<file path="config.mk">
export PLATFORM = sky130hd
export DESIGN_NAME = truth_table_sequencer_flat
export DESIGN_NICKNAME = d
export VERILOG_FILES = /design/src/rtl/truth_table_sequencer_pkg.sv /design/src/rtl/truth_table_sequencer_if.sv /design/src/rtl/truth_table_sequencer_hold_counter.sv /design/src/rtl/truth_table_sequencer.sv /design/src/flat_wrapper.sv
export SDC_FILE = /design/constraint.sdc
export NUM_CORES = 1
export LEC_CHECK = 0
export BUFFER_PORTS_ARGS = -buffer_cell sky130_fd_sc_hd__buf_2
export CAP_MARGIN = 20
export CORE_UTILIZATION = 50
export DETAILED_ROUTE_END_ITERATION = 8
export GPL_ROUTABILITY_DRIVEN = 0
export PLACE_DENSITY_LB_ADDON = 0.05
export SYNTH_ARGS = -nofsm -noshare
export SYNTH_HDL_FRONTEND = slang
export SYNTH_SLANG_ARGS = --single-unit
export TNS_END_PERCENT = 5
</file>
<file path="constraint.sdc">
create_clock -name clk -period 2.2 [get_ports clk]
set_clock_uncertainty 0.15 [all_clocks]
set_input_delay 0.44 -clock clk [delete_from_list [all_inputs] [get_ports clk]]
set_output_delay 0.44 -clock clk [all_outputs]
set_load 0.02 [all_outputs]
</file>
<file path="src/rtl/truth_table_sequencer_pkg.sv">
// rtl/truth_table_sequencer_pkg.sv - shared states and reference truth tables for the sequencer
package tt_seq_pkg;

    typedef enum logic [1:0] {
        S_IDLE  = 2'd0,
        S_DRIVE = 2'd1,
        S_DONE  = 2'd2
    } state_t;

    // Two-input tables, bit i = R for stim==i with A=stim[1], B=stim[0]
    localparam logic [3:0] IMPLICATION_TT = 4'b1011;
    localparam logic [3:0] AND_TT         = 4'b1000;
    localparam logic [3:0] OR_TT          = 4'b1110;
    localparam logic [3:0] XOR_TT         = 4'b0110;

    typedef enum logic [1:0] {
        GATE_IMPL = 2'd0,
        GATE_AND  = 2'd1,
        GATE_OR   = 2'd2,
        GATE_XOR  = 2'd3
    } gate_e;

    function automatic logic [3:0] gate_tt(input gate_e g);
        logic [3:0] w_tt;
        w_tt = IMPLICATION_TT;
        case (g)
            GATE_IMPL: w_tt = IMPLICATION_TT;
            GATE_AND:  w_tt = AND_TT;
            GATE_OR:   w_tt = OR_TT;
            GATE_XOR:  w_tt = XOR_TT;
            default:   w_tt = IMPLICATION_TT;
        endcase
        return w_tt;
    endfunction

endpackage

</file>
<file path="src/rtl/truth_table_sequencer_if.sv">
// rtl/truth_table_sequencer_if.sv - stimulus/result bundle between sequencer and its controller
interface truth_table_sequencer_if #(
    parameter int N_IN = 2
);
    logic              start;
    logic              r_in;
    logic [N_IN-1:0]   stim;
    logic              busy;
    logic              sample_valid;
    logic [N_IN-1:0]   sample_idx;
    logic              done;
    logic              pass;
    logic [N_IN:0]     mismatch_cnt;
    logic              first_fail_valid;
    logic [N_IN-1:0]   first_fail_idx;

    modport slave (
        input  start, r_in,
        output stim, busy, sample_valid, sample_idx, done, pass,
               mismatch_cnt, first_fail_valid, first_fail_idx
    );

    modport master (
        output start, r_in,
        input  stim, busy, sample_valid, sample_idx, done, pass,
               mismatch_cnt, first_fail_valid, first_fail_idx
    );
endinterface

</file>
<file path="src/rtl/truth_table_sequencer_hold_counter.sv">
// rtl/truth_table_sequencer_hold_counter.sv - HOLD-cycle divider with last-cycle strobe
module tt_hold_counter #(
    parameter int HOLD = 4
) (
    input  logic clk,
    input  logic rst,
    input  logic i_clear,
    input  logic i_en,
    output logic o_last
);
    localparam int CW = $clog2(HOLD + 1);
    localparam logic [CW-1:0] LAST = CW'(HOLD - 1);

    logic [CW-1:0] r_cnt;

    // With HOLD=1 LAST is 0, so every enabled cycle is a strobe
    assign o_last = i_en && (r_cnt == LAST);

    always_ff @(posedge clk) begin
        if (rst || i_clear) begin
            r_cnt <= '0;
        end else if (i_en) begin
            r_cnt <= o_last ? '0 : r_cnt + 1'b1;
        end
    end
endmodule

</file>
<file path="src/rtl/truth_table_sequencer.sv">
// rtl/truth_table_sequencer.sv - sweeps all gate input combinations and checks results against a truth table
module truth_table_sequencer
    import tt_seq_pkg::*;
#(
    parameter int                  N_IN   = 2,
    parameter int                  HOLD   = 4,
    parameter logic [2**N_IN-1:0]  EXPECT = IMPLICATION_TT
) (
    input  logic                   clk,
    input  logic                   rst,
    truth_table_sequencer_if.slave bus
);
    localparam int              NCOMB    = 2**N_IN;
    localparam logic [N_IN-1:0] LAST_IDX = N_IN'(NCOMB - 1);
    localparam logic [N_IN:0]   CNT_MAX  = (N_IN+1)'(NCOMB);

    state_t          r_state;
    state_t          w_next_state;
    logic [N_IN-1:0] r_stim;
    logic            r_busy;
    logic            r_done;
    logic            r_pass;
    logic [N_IN:0]   r_mismatch_cnt;
    logic            r_ff_valid;
    logic [N_IN-1:0] r_ff_idx;

    logic            w_start_acc;
    logic            w_in_drive;
    logic            w_sample;
    logic            w_mismatch;
    logic            w_final;
    logic [N_IN:0]   w_cnt_next;

    assign w_in_drive  = (r_state == S_DRIVE);
    assign w_start_acc = bus.start && !w_in_drive;

    tt_hold_counter #(
        .HOLD (HOLD)
    ) u_hold (
        .clk     (clk),
        .rst     (rst),
        .i_clear (w_start_acc),
        .i_en    (w_in_drive),
        .o_last  (w_sample)
    );

    assign w_mismatch = w_sample && (bus.r_in != EXPECT[r_stim]);
    assign w_final    = w_sample && (r_stim == LAST_IDX);
    assign w_cnt_next = (w_mismatch && (r_mismatch_cnt != CNT_MAX))
                        ? r_mismatch_cnt + 1'b1 : r_mismatch_cnt;

    always_ff @(posedge clk) begin
        if (rst) begin
            r_state <= S_IDLE;
        end else begin
            r_state <= w_next_state;
        end
    end

    always_comb begin
        w_next_state = r_state;
        case (r_state)
            S_IDLE:  if (bus.start) w_next_state = S_DRIVE;
            S_DRIVE: if (w_final)   w_next_state = S_DONE;
            S_DONE:  if (bus.start) w_next_state = S_DRIVE;
            default: w_next_state = S_IDLE;
        endcase
    end

    // Results are cleared on an accepted start; start during DRIVE never reaches here
    always_ff @(posedge clk) begin
        if (rst) begin
            r_stim         <= '0;
            r_busy         <= 1'b0;
            r_done         <= 1'b0;
            r_pass         <= 1'b0;
            r_mismatch_cnt <= '0;
            r_ff_valid     <= 1'b0;
            r_ff_idx       <= '0;
        end else if (w_start_acc) begin
            r_stim         <= '0;
            r_busy         <= 1'b1;
            r_done         <= 1'b0;
            r_pass         <= 1'b0;
            r_mismatch_cnt <= '0;
            r_ff_valid     <= 1'b0;
            r_ff_idx       <= '0;
        end else if (w_sample) begin
            r_mismatch_cnt <= w_cnt_next;
            if (w_mismatch && !r_ff_valid) begin
                r_ff_valid <= 1'b1;
                r_ff_idx   <= r_stim;
            end
            if (w_final) begin
                r_busy <= 1'b0;
                r_done <= 1'b1;
                r_pass <= (w_cnt_next == '0);
            end else begin
                r_stim <= r_stim + 1'b1;
            end
        end
    end

    assign bus.stim             = r_stim;
    assign bus.busy             = r_busy;
    assign bus.sample_valid     = w_sample;
    assign bus.sample_idx       = w_sample ? r_stim : '0;
    assign bus.done             = r_done;
    assign bus.pass             = r_pass;
    assign bus.mismatch_cnt     = r_mismatch_cnt;
    assign bus.first_fail_valid = r_ff_valid;
    assign bus.first_fail_idx   = r_ff_idx;
endmodule

</file>
<file path="src/flat_wrapper.sv">
// flat-port wrapper written by rule: the top's interface ports become plain ports
module truth_table_sequencer_flat import tt_seq_pkg::*;
#(
    parameter int                  N_IN   = 2,
    parameter int                  HOLD   = 4,
    parameter logic [2**N_IN-1:0]  EXPECT = IMPLICATION_TT
)
  (clk, rst, bus_start, bus_r_in, bus_stim, bus_busy, bus_sample_valid, bus_sample_idx, bus_done, bus_pass, bus_mismatch_cnt, bus_first_fail_valid, bus_first_fail_idx);
  truth_table_sequencer_if #(.N_IN(N_IN)) bus_i ();
  input  logic clk;
  input  logic rst;
  input wire logic [$bits(bus_i.start)-1:0] bus_start;
  input wire logic [$bits(bus_i.r_in)-1:0] bus_r_in;
  output wire logic [$bits(bus_i.stim)-1:0] bus_stim;
  output wire logic [$bits(bus_i.busy)-1:0] bus_busy;
  output wire logic [$bits(bus_i.sample_valid)-1:0] bus_sample_valid;
  output wire logic [$bits(bus_i.sample_idx)-1:0] bus_sample_idx;
  output wire logic [$bits(bus_i.done)-1:0] bus_done;
  output wire logic [$bits(bus_i.pass)-1:0] bus_pass;
  output wire logic [$bits(bus_i.mismatch_cnt)-1:0] bus_mismatch_cnt;
  output wire logic [$bits(bus_i.first_fail_valid)-1:0] bus_first_fail_valid;
  output wire logic [$bits(bus_i.first_fail_idx)-1:0] bus_first_fail_idx;
  assign bus_i.start = bus_start;
  assign bus_i.r_in = bus_r_in;
  assign bus_stim = bus_i.stim;
  assign bus_busy = bus_i.busy;
  assign bus_sample_valid = bus_i.sample_valid;
  assign bus_sample_idx = bus_i.sample_idx;
  assign bus_done = bus_i.done;
  assign bus_pass = bus_i.pass;
  assign bus_mismatch_cnt = bus_i.mismatch_cnt;
  assign bus_first_fail_valid = bus_i.first_fail_valid;
  assign bus_first_fail_idx = bus_i.first_fail_idx;
  truth_table_sequencer #(.N_IN(N_IN), .HOLD(HOLD), .EXPECT(EXPECT)) u_core (.clk(clk), .rst(rst), .bus(bus_i));
endmodule
</file>
**Yosys cells after proc, flatten, opt, wreduce, memory -nomap -nowiden**

Index checks and enable logic that the tools add are counted.

- Bits in registers: 16
- Output and inout port bits: 14

- $add $sub $neg: 3
- Magnitude comparators: 1
- Eq/ne operators: 8
- Muxes and demuxes: 11
- Bitwise gates (word level): 1
- Reduce and logical (&&, ||, !) cells: 20

Operators by type and width:

| operator | number |
|---|---|
| AND reduction 2 bit | 5 |
| adder 3 x 1 -> 3 bit, second input constant | 2 |
| logical AND 1 bit | 6 |
| two-way mux 2 bit | 3 |
| two-way mux 3 bit | 2 |
| equality test 2 bit, second input constant | 2 |
| two-way mux 1 bit | 4 |
| != test 2 x 1 -> 1 bit, second input constant | 2 |
| case mux 2 bit (2 select lines) | 1 |
| nonzero test 2 bit | 2 |
| OR reduction 2 bit | 2 |
| equality test 3 x 2 -> 1 bit, second input constant | 1 |
| zero test 3 bit | 1 |
| < comparator 2 x 3 -> 1 bit, second input constant | 1 |
| != test 3 bit, second input constant | 1 |
| adder 2 x 1 -> 2 bit, second input constant | 1 |
| binary-select mux 1 bit (select 2 bit) | 1 |
| equality test 2 x 1 -> 1 bit, second input constant | 1 |
| zero test 1 bit | 2 |
| zero test 2 bit | 1 |
| logical OR 1 bit | 1 |
| != test 1 bit | 1 |
| inverter 1 bit | 1 |

**Longest topological paths before layout**

- Depth after elaboration: 7
- Mapped depth: 6
- Depth with buffers taken out: 6

**Hierarchy**

From an unflattened synthesis, not the netlist that was laid out.

- Cell total of the unflattened synthesis: 89
- Area total of the unflattened synthesis: 797.0 um^2

By module, submodules not included:

| module | times used | cells each | area an instance (um^2) |
|---|---|---|---|
| truth_table_sequencer | 1 | 75 | 659.4 |
| tt_hold_counter | 1 | 14 | 137.6 |

**Worst setup path before layout**

Ideal clock, no wire load.

- Path type: flip-flop to flip-flop
- Start point: register u_core.r_stim[0] (netlist: u_core.bus.stim[0])
- End point: register u_core.r_ff_idx[0] (netlist: u_core.bus.first_fail_idx[0])
- Library setup time: 118 ps
- Arrival time: 1564 ps
- Slack: 368 ps
- Cell stages (with the launch flop): 7
- Clock period less this slack: 1832 ps
- Cell sequence: dfxtp_1 > inv_1 > ha_1 > xnor2_2 > nor3b_2 > mux2i_1 > nor2_1

- Cells in the longest elaborated chain, start to end: 6

Ends and longest elaborated chain:

| item | RTL line | RTL |
|---|---|---|
| start: declaration | truth_table_sequencer.sv:19 | `logic [N_IN-1:0] r_stim;` |
| start signal: assignment | truth_table_sequencer.sv:99 | `r_stim <= r_stim + 1'b1;` |
| binary-select mux 1 bit (select 2 bit) | truth_table_sequencer.sv:47 | `assign w_mismatch = w_sample && (bus.r_in != EXPECT[r_stim]);` |
| two-way mux 1 bit (not written as such) | truth_table_sequencer.sv:47 |  |
| != test 1 bit | truth_table_sequencer.sv:47 |  |
| logical AND 1 bit | truth_table_sequencer.sv:47 |  |
| logical AND 1 bit | truth_table_sequencer.sv:90 | `if (w_mismatch && !r_ff_valid) begin` |
| AND reduction 2 bit (no source line) | n/a |  |
| end signal: assignment | truth_table_sequencer.sv:92 | `r_ff_idx <= r_stim;` |
| end: declaration | truth_table_sequencer.sv:25 | `logic [N_IN-1:0] r_ff_idx;` |

Several ways; a longest one is shown, not always the timed one. The select of a mux whose other input is x is not followed.
A chain may end at the register's enable or synchronous reset.

**Final worst setup path**

- Start point: register u_core.u_hold.r_cnt[0]
- End point: output bus_sample_idx[1]

- Cells in the longest elaborated chain, start to end: 3

Ends and longest elaborated chain:

| item | RTL line | RTL |
|---|---|---|
| start: declaration | truth_table_sequencer_hold_counter.sv:14 | `logic [CW-1:0] r_cnt;` |
| start signal: assignment | truth_table_sequencer_hold_counter.sv:23 | `r_cnt <= o_last ? '0 : r_cnt + 1'b1;` |
| equality test 3 x 2 -> 1 bit | truth_table_sequencer_hold_counter.sv:17 | `assign o_last = i_en && (r_cnt == LAST);` |
| logical AND 1 bit | truth_table_sequencer_hold_counter.sv:17 |  |
| two-way mux 2 bit | truth_table_sequencer.sv:107 | `assign bus.sample_idx = w_sample ? r_stim : '0;` |
| end: declaration | flat_wrapper.sv:17 | `output wire logic [$bits(bus_i.sample_idx)-1:0] bus_sample_idx;` |

No other way between the ends.

==> summary.md <==
| Metric | Value |
|---|---|
| Hold slack final | `between 0.2 and 0.25 ns` |
| Fill cells | `124` |
| Peak Freq | `0.480 GHz` |
| Worst-Skew Late Latency | `around 0.29 ns` |
| Setup crit end kind | `primary output` |
| Avg Cell Area, Syn | `roughly 9.6 sq um` |
| Slew Limit Fails | `0` |
| DR vias | `609` |
| Fin crit share | `94.6%` |
| Synthesis-to-finish area growth | `17.6%` |
| Postcts setup bufs | `0` |
| RSZ-0062 raised after global routing | `false` |
| VDD IR max | `464 uV` |
| Commonest cells after routing, fill and taps aside | `buf_2 (17), dfxtp_1 (16), nor2_1 (13), a21oi_1 (7), ha_1 (5)` |
| Post-route ant nets | `0` |
| Critical path destination | `bus_sample_idx[1]` |
| Ant diodes | `0` |
| CTS resizes | `0` |
| WP data required | `1.61 ns` |
| Number of global-route vias before repair | `476` |
| Finished Layout Cells | `115` |
| Actual slew at the worst max-slew pin | `0.477 ns` |
| Setup TNS | `0 ns` |
| Largest net degree at the start of global routing | `14` |
| Core ar. | `1370 sq um` |
| Starting Density | `between 50% and 60%` |
| Post-DP HPWL | `around 1000 um` |
| RR Startpoint | `u_core.bus.stim[0]` |
| Synth Net Count | `89` |
| WS Path Type | `reg -> out` |
| Total wire length | `roughly 1300 um` |
| Worst path arrival time | `about 1.5 ns` |
| First-pass GRT wire length | `2040 um` |
| Worst Path Max Fanout | `10` |
| Tot Pwr | `about 0.53 mW` |
| R2R Setup Slk | `0.35 ns` |
| Final Hold Viols | `0` |
| Finish-stage setup viols | `0` |
| Initial antenna violation count | `0` |
| Clk buf depth | `2` |
| Reg clk slew, reported paths | `0.09 ns` |
| CTS tree | `built` |
| Io pins | `18` |
| Final Core Density | `65.9%` |
| Ys Warns | `0` |
| Rows | `13` |
| Die W | `41.1 um` |
| Avg Vias per Cell | `5.30` |
| CP Launch Type | `flop` |
| Die height | `roughly 41 um` |
| Die Footprint | `between 1500 and 2000 sq um` |
| Post-synthesis instance total | `80` |
| Netlist area before placement | `about 770 sq um` |
| Layout cells sized above 1 | `between 20% and 30%` |
| DRC viols | `0` |
| R2R cell count | `6` |
| Sequential fraction of the synthesis area | `41.8%` |
| Num CTS Buffers | `3` |
| Pwr dens | `583 nW/um^2` |
| Fin crit period | `2.08 ns` |
| Total GRT Usage | `19.4%` |
| Synth Register Bits | `16` |
| Crit-path slowest cell | `dfxtp_1` |
| WL/cell | `11.7 um` |
| Tightest Hold Check Type | `in -> reg` |
| Most common cell after layout, fill and taps aside | `buf_2` |
| Cells along the critical path | `ha_1 -> nand4bb_4 -> clkinv_2 -> and2_1 -> buf_2` |
| Root Driver | `clkbuf_4` |
| Hold_buf cts | `0` |
| IO buf count | `17` |
| Pleak | `0.393 nW` |
| Max-Slew Margin vs Limit | `approximately two thirds` |
| GR Overflow Total | `0` |
| Num Clock Sinks | `16` |
| Reg2reg end | `u_core.bus.first_fail_idx[0]` |
| Nets | `110` |
| Synth cell types | `28` |
| Crit. Startpoint | `u_core.u_hold.r_cnt[0]` |
| Number of max-cap violations | `0` |
| # placed instances | `~110` |
| Outcome | `finished, final reports clean` |
| H-tree Lvls | `1` |
| Drt pass-1 iters | `2` |
| Initial DRC count | `3` |
| Max incr delay on CP | `0.33 ns` |
[flip-flops by register name, indices dropped and copies added, names as in the netlist]
| register | count |
|---|---|
| u_core.bus.mismatch_cnt | 3 |
| u_core.u_hold.r_cnt | 3 |
| u_core.bus.first_fail_idx | 2 |
| u_core.bus.stim | 2 |
| u_core.r_state | 2 |
| u_core.bus.busy | 1 |
| u_core.bus.done | 1 |
| u_core.bus.first_fail_valid | 1 |
| u_core.bus.pass | 1 |
[cells in the mapped netlist]
| cell type | n | share of area [%] |
|---|---|---|
| a211oi_1 | 2 | 2.0 |
| a211oi_2 | 1 | 1.6 |
| a21o_1 | 1 | 0.98 |
| a21oi_1 | 7 | 4.6 |
| a22oi_1 | 1 | 0.98 |
| a311oi_1 | 1 | 1.1 |
| a31oi_1 | 1 | 0.82 |
| and2_1 | 1 | 0.82 |
| and4_1 | 2 | 2.3 |
| buf_2 | 1 | 0.65 |
| clkinv_2 | 1 | 0.65 |
| dfxtp_1 | 16 | 42 |
| ha_1 | 5 | 8.2 |
| inv_1 | 4 | 2.0 |
| mux2i_1 | 3 | 3.9 |
| nand2_1 | 4 | 2.0 |
| nand2b_1 | 1 | 0.82 |
| nand3_1 | 2 | 1.3 |
| nand4bb_4 | 1 | 3.6 |
| nor2_1 | 13 | 6.4 |
| nor2b_1 | 4 | 3.3 |
| nor3_1 | 1 | 0.65 |
| nor3b_2 | 1 | 1.6 |
| o22ai_1 | 1 | 0.82 |
| o31ai_2 | 1 | 1.6 |
| or3b_2 | 1 | 1.1 |
| xnor2_1 | 2 | 2.3 |
| xnor2_2 | 1 | 2.1 |
[layer usage]
| metal | vias up | wire length [um] | GRT usage [%] |
|---|---|---|---|
| li1 | 322 | - | - |
| met1 | 269 | 704 | 25.2 |
| met2 | 13 | 556 | 27.3 |
| met3 | 5 | 67 | 9.78 |
| met4 | 0 | 20 | 7.26 |
| met5 | - | 0 | 0 |
[cell families (layout without fill, tap and decap cells)]
logic type,count (synthesis),count (layout),synth area share (%)
flops,16,16,41.8
simple gates,31,31,23.9
buf+inv,6,26,3.27
mux,3,3,3.92
xor+xnor,3,3,4.41
fa+ha+maj,5,5,8.17
compound gates,16,16,14.5
[through the flow]
stage	setup slack, ns	cell area [sq um]
global placement	0.431	865
CTS	0.109	901
detailed placement	0.363	865
global route	0.00166	901
finish	0.118	901
floorplan	0.368	766
[worst max-delay path: cells and delay by family (launching register included)]
kind	cells	cell delay, ns
buffers and inverters	2	0.29
DFF	1	0.33
and+or+nand+nor	2	0.32
adders and majority gates	1	0.26
[final cells by class]
class	instances	area, sq um	area share, %
Tap cell	15	18.8	2.08
Clock buffer	4	36.3	4.03
Multi-Input combinational cell	58	420	46.7
Inverter	5	20.0	2.22
Timing Repair Buffer	17	85.1	9.44
Sequential cell	16	320	35.6
[power by group]
group	internal (mW)	switching, mW	leakage, nW	total [mW]
clock	0.101	0.0942	0.0210	0.195
combinational	0.0115	0.0205	0.243	0.0321
sequential	0.294	0.00432	0.130	0.298
[worst min path at each step]
stage	start	end	slack, ns	depth (start not counted)
3_5_place_dp	u_core.u_hold.r_cnt[2]	u_core.u_hold.r_cnt[2]	0.30	2
3_3_place_gp	u_core.bus.done	u_core.bus.done	0.29	2
6_report	rst	u_core.r_state[1]	0.20	2
5_1_grt	rst	u_core.bus.busy	0.20	2
2_1_floorplan	u_core.u_hold.r_cnt[2]	u_core.u_hold.r_cnt[2]	0.28	2
4_1_cts	rst	u_core.r_state[1]	0.19	2
(Power assumes the default switching activity.)
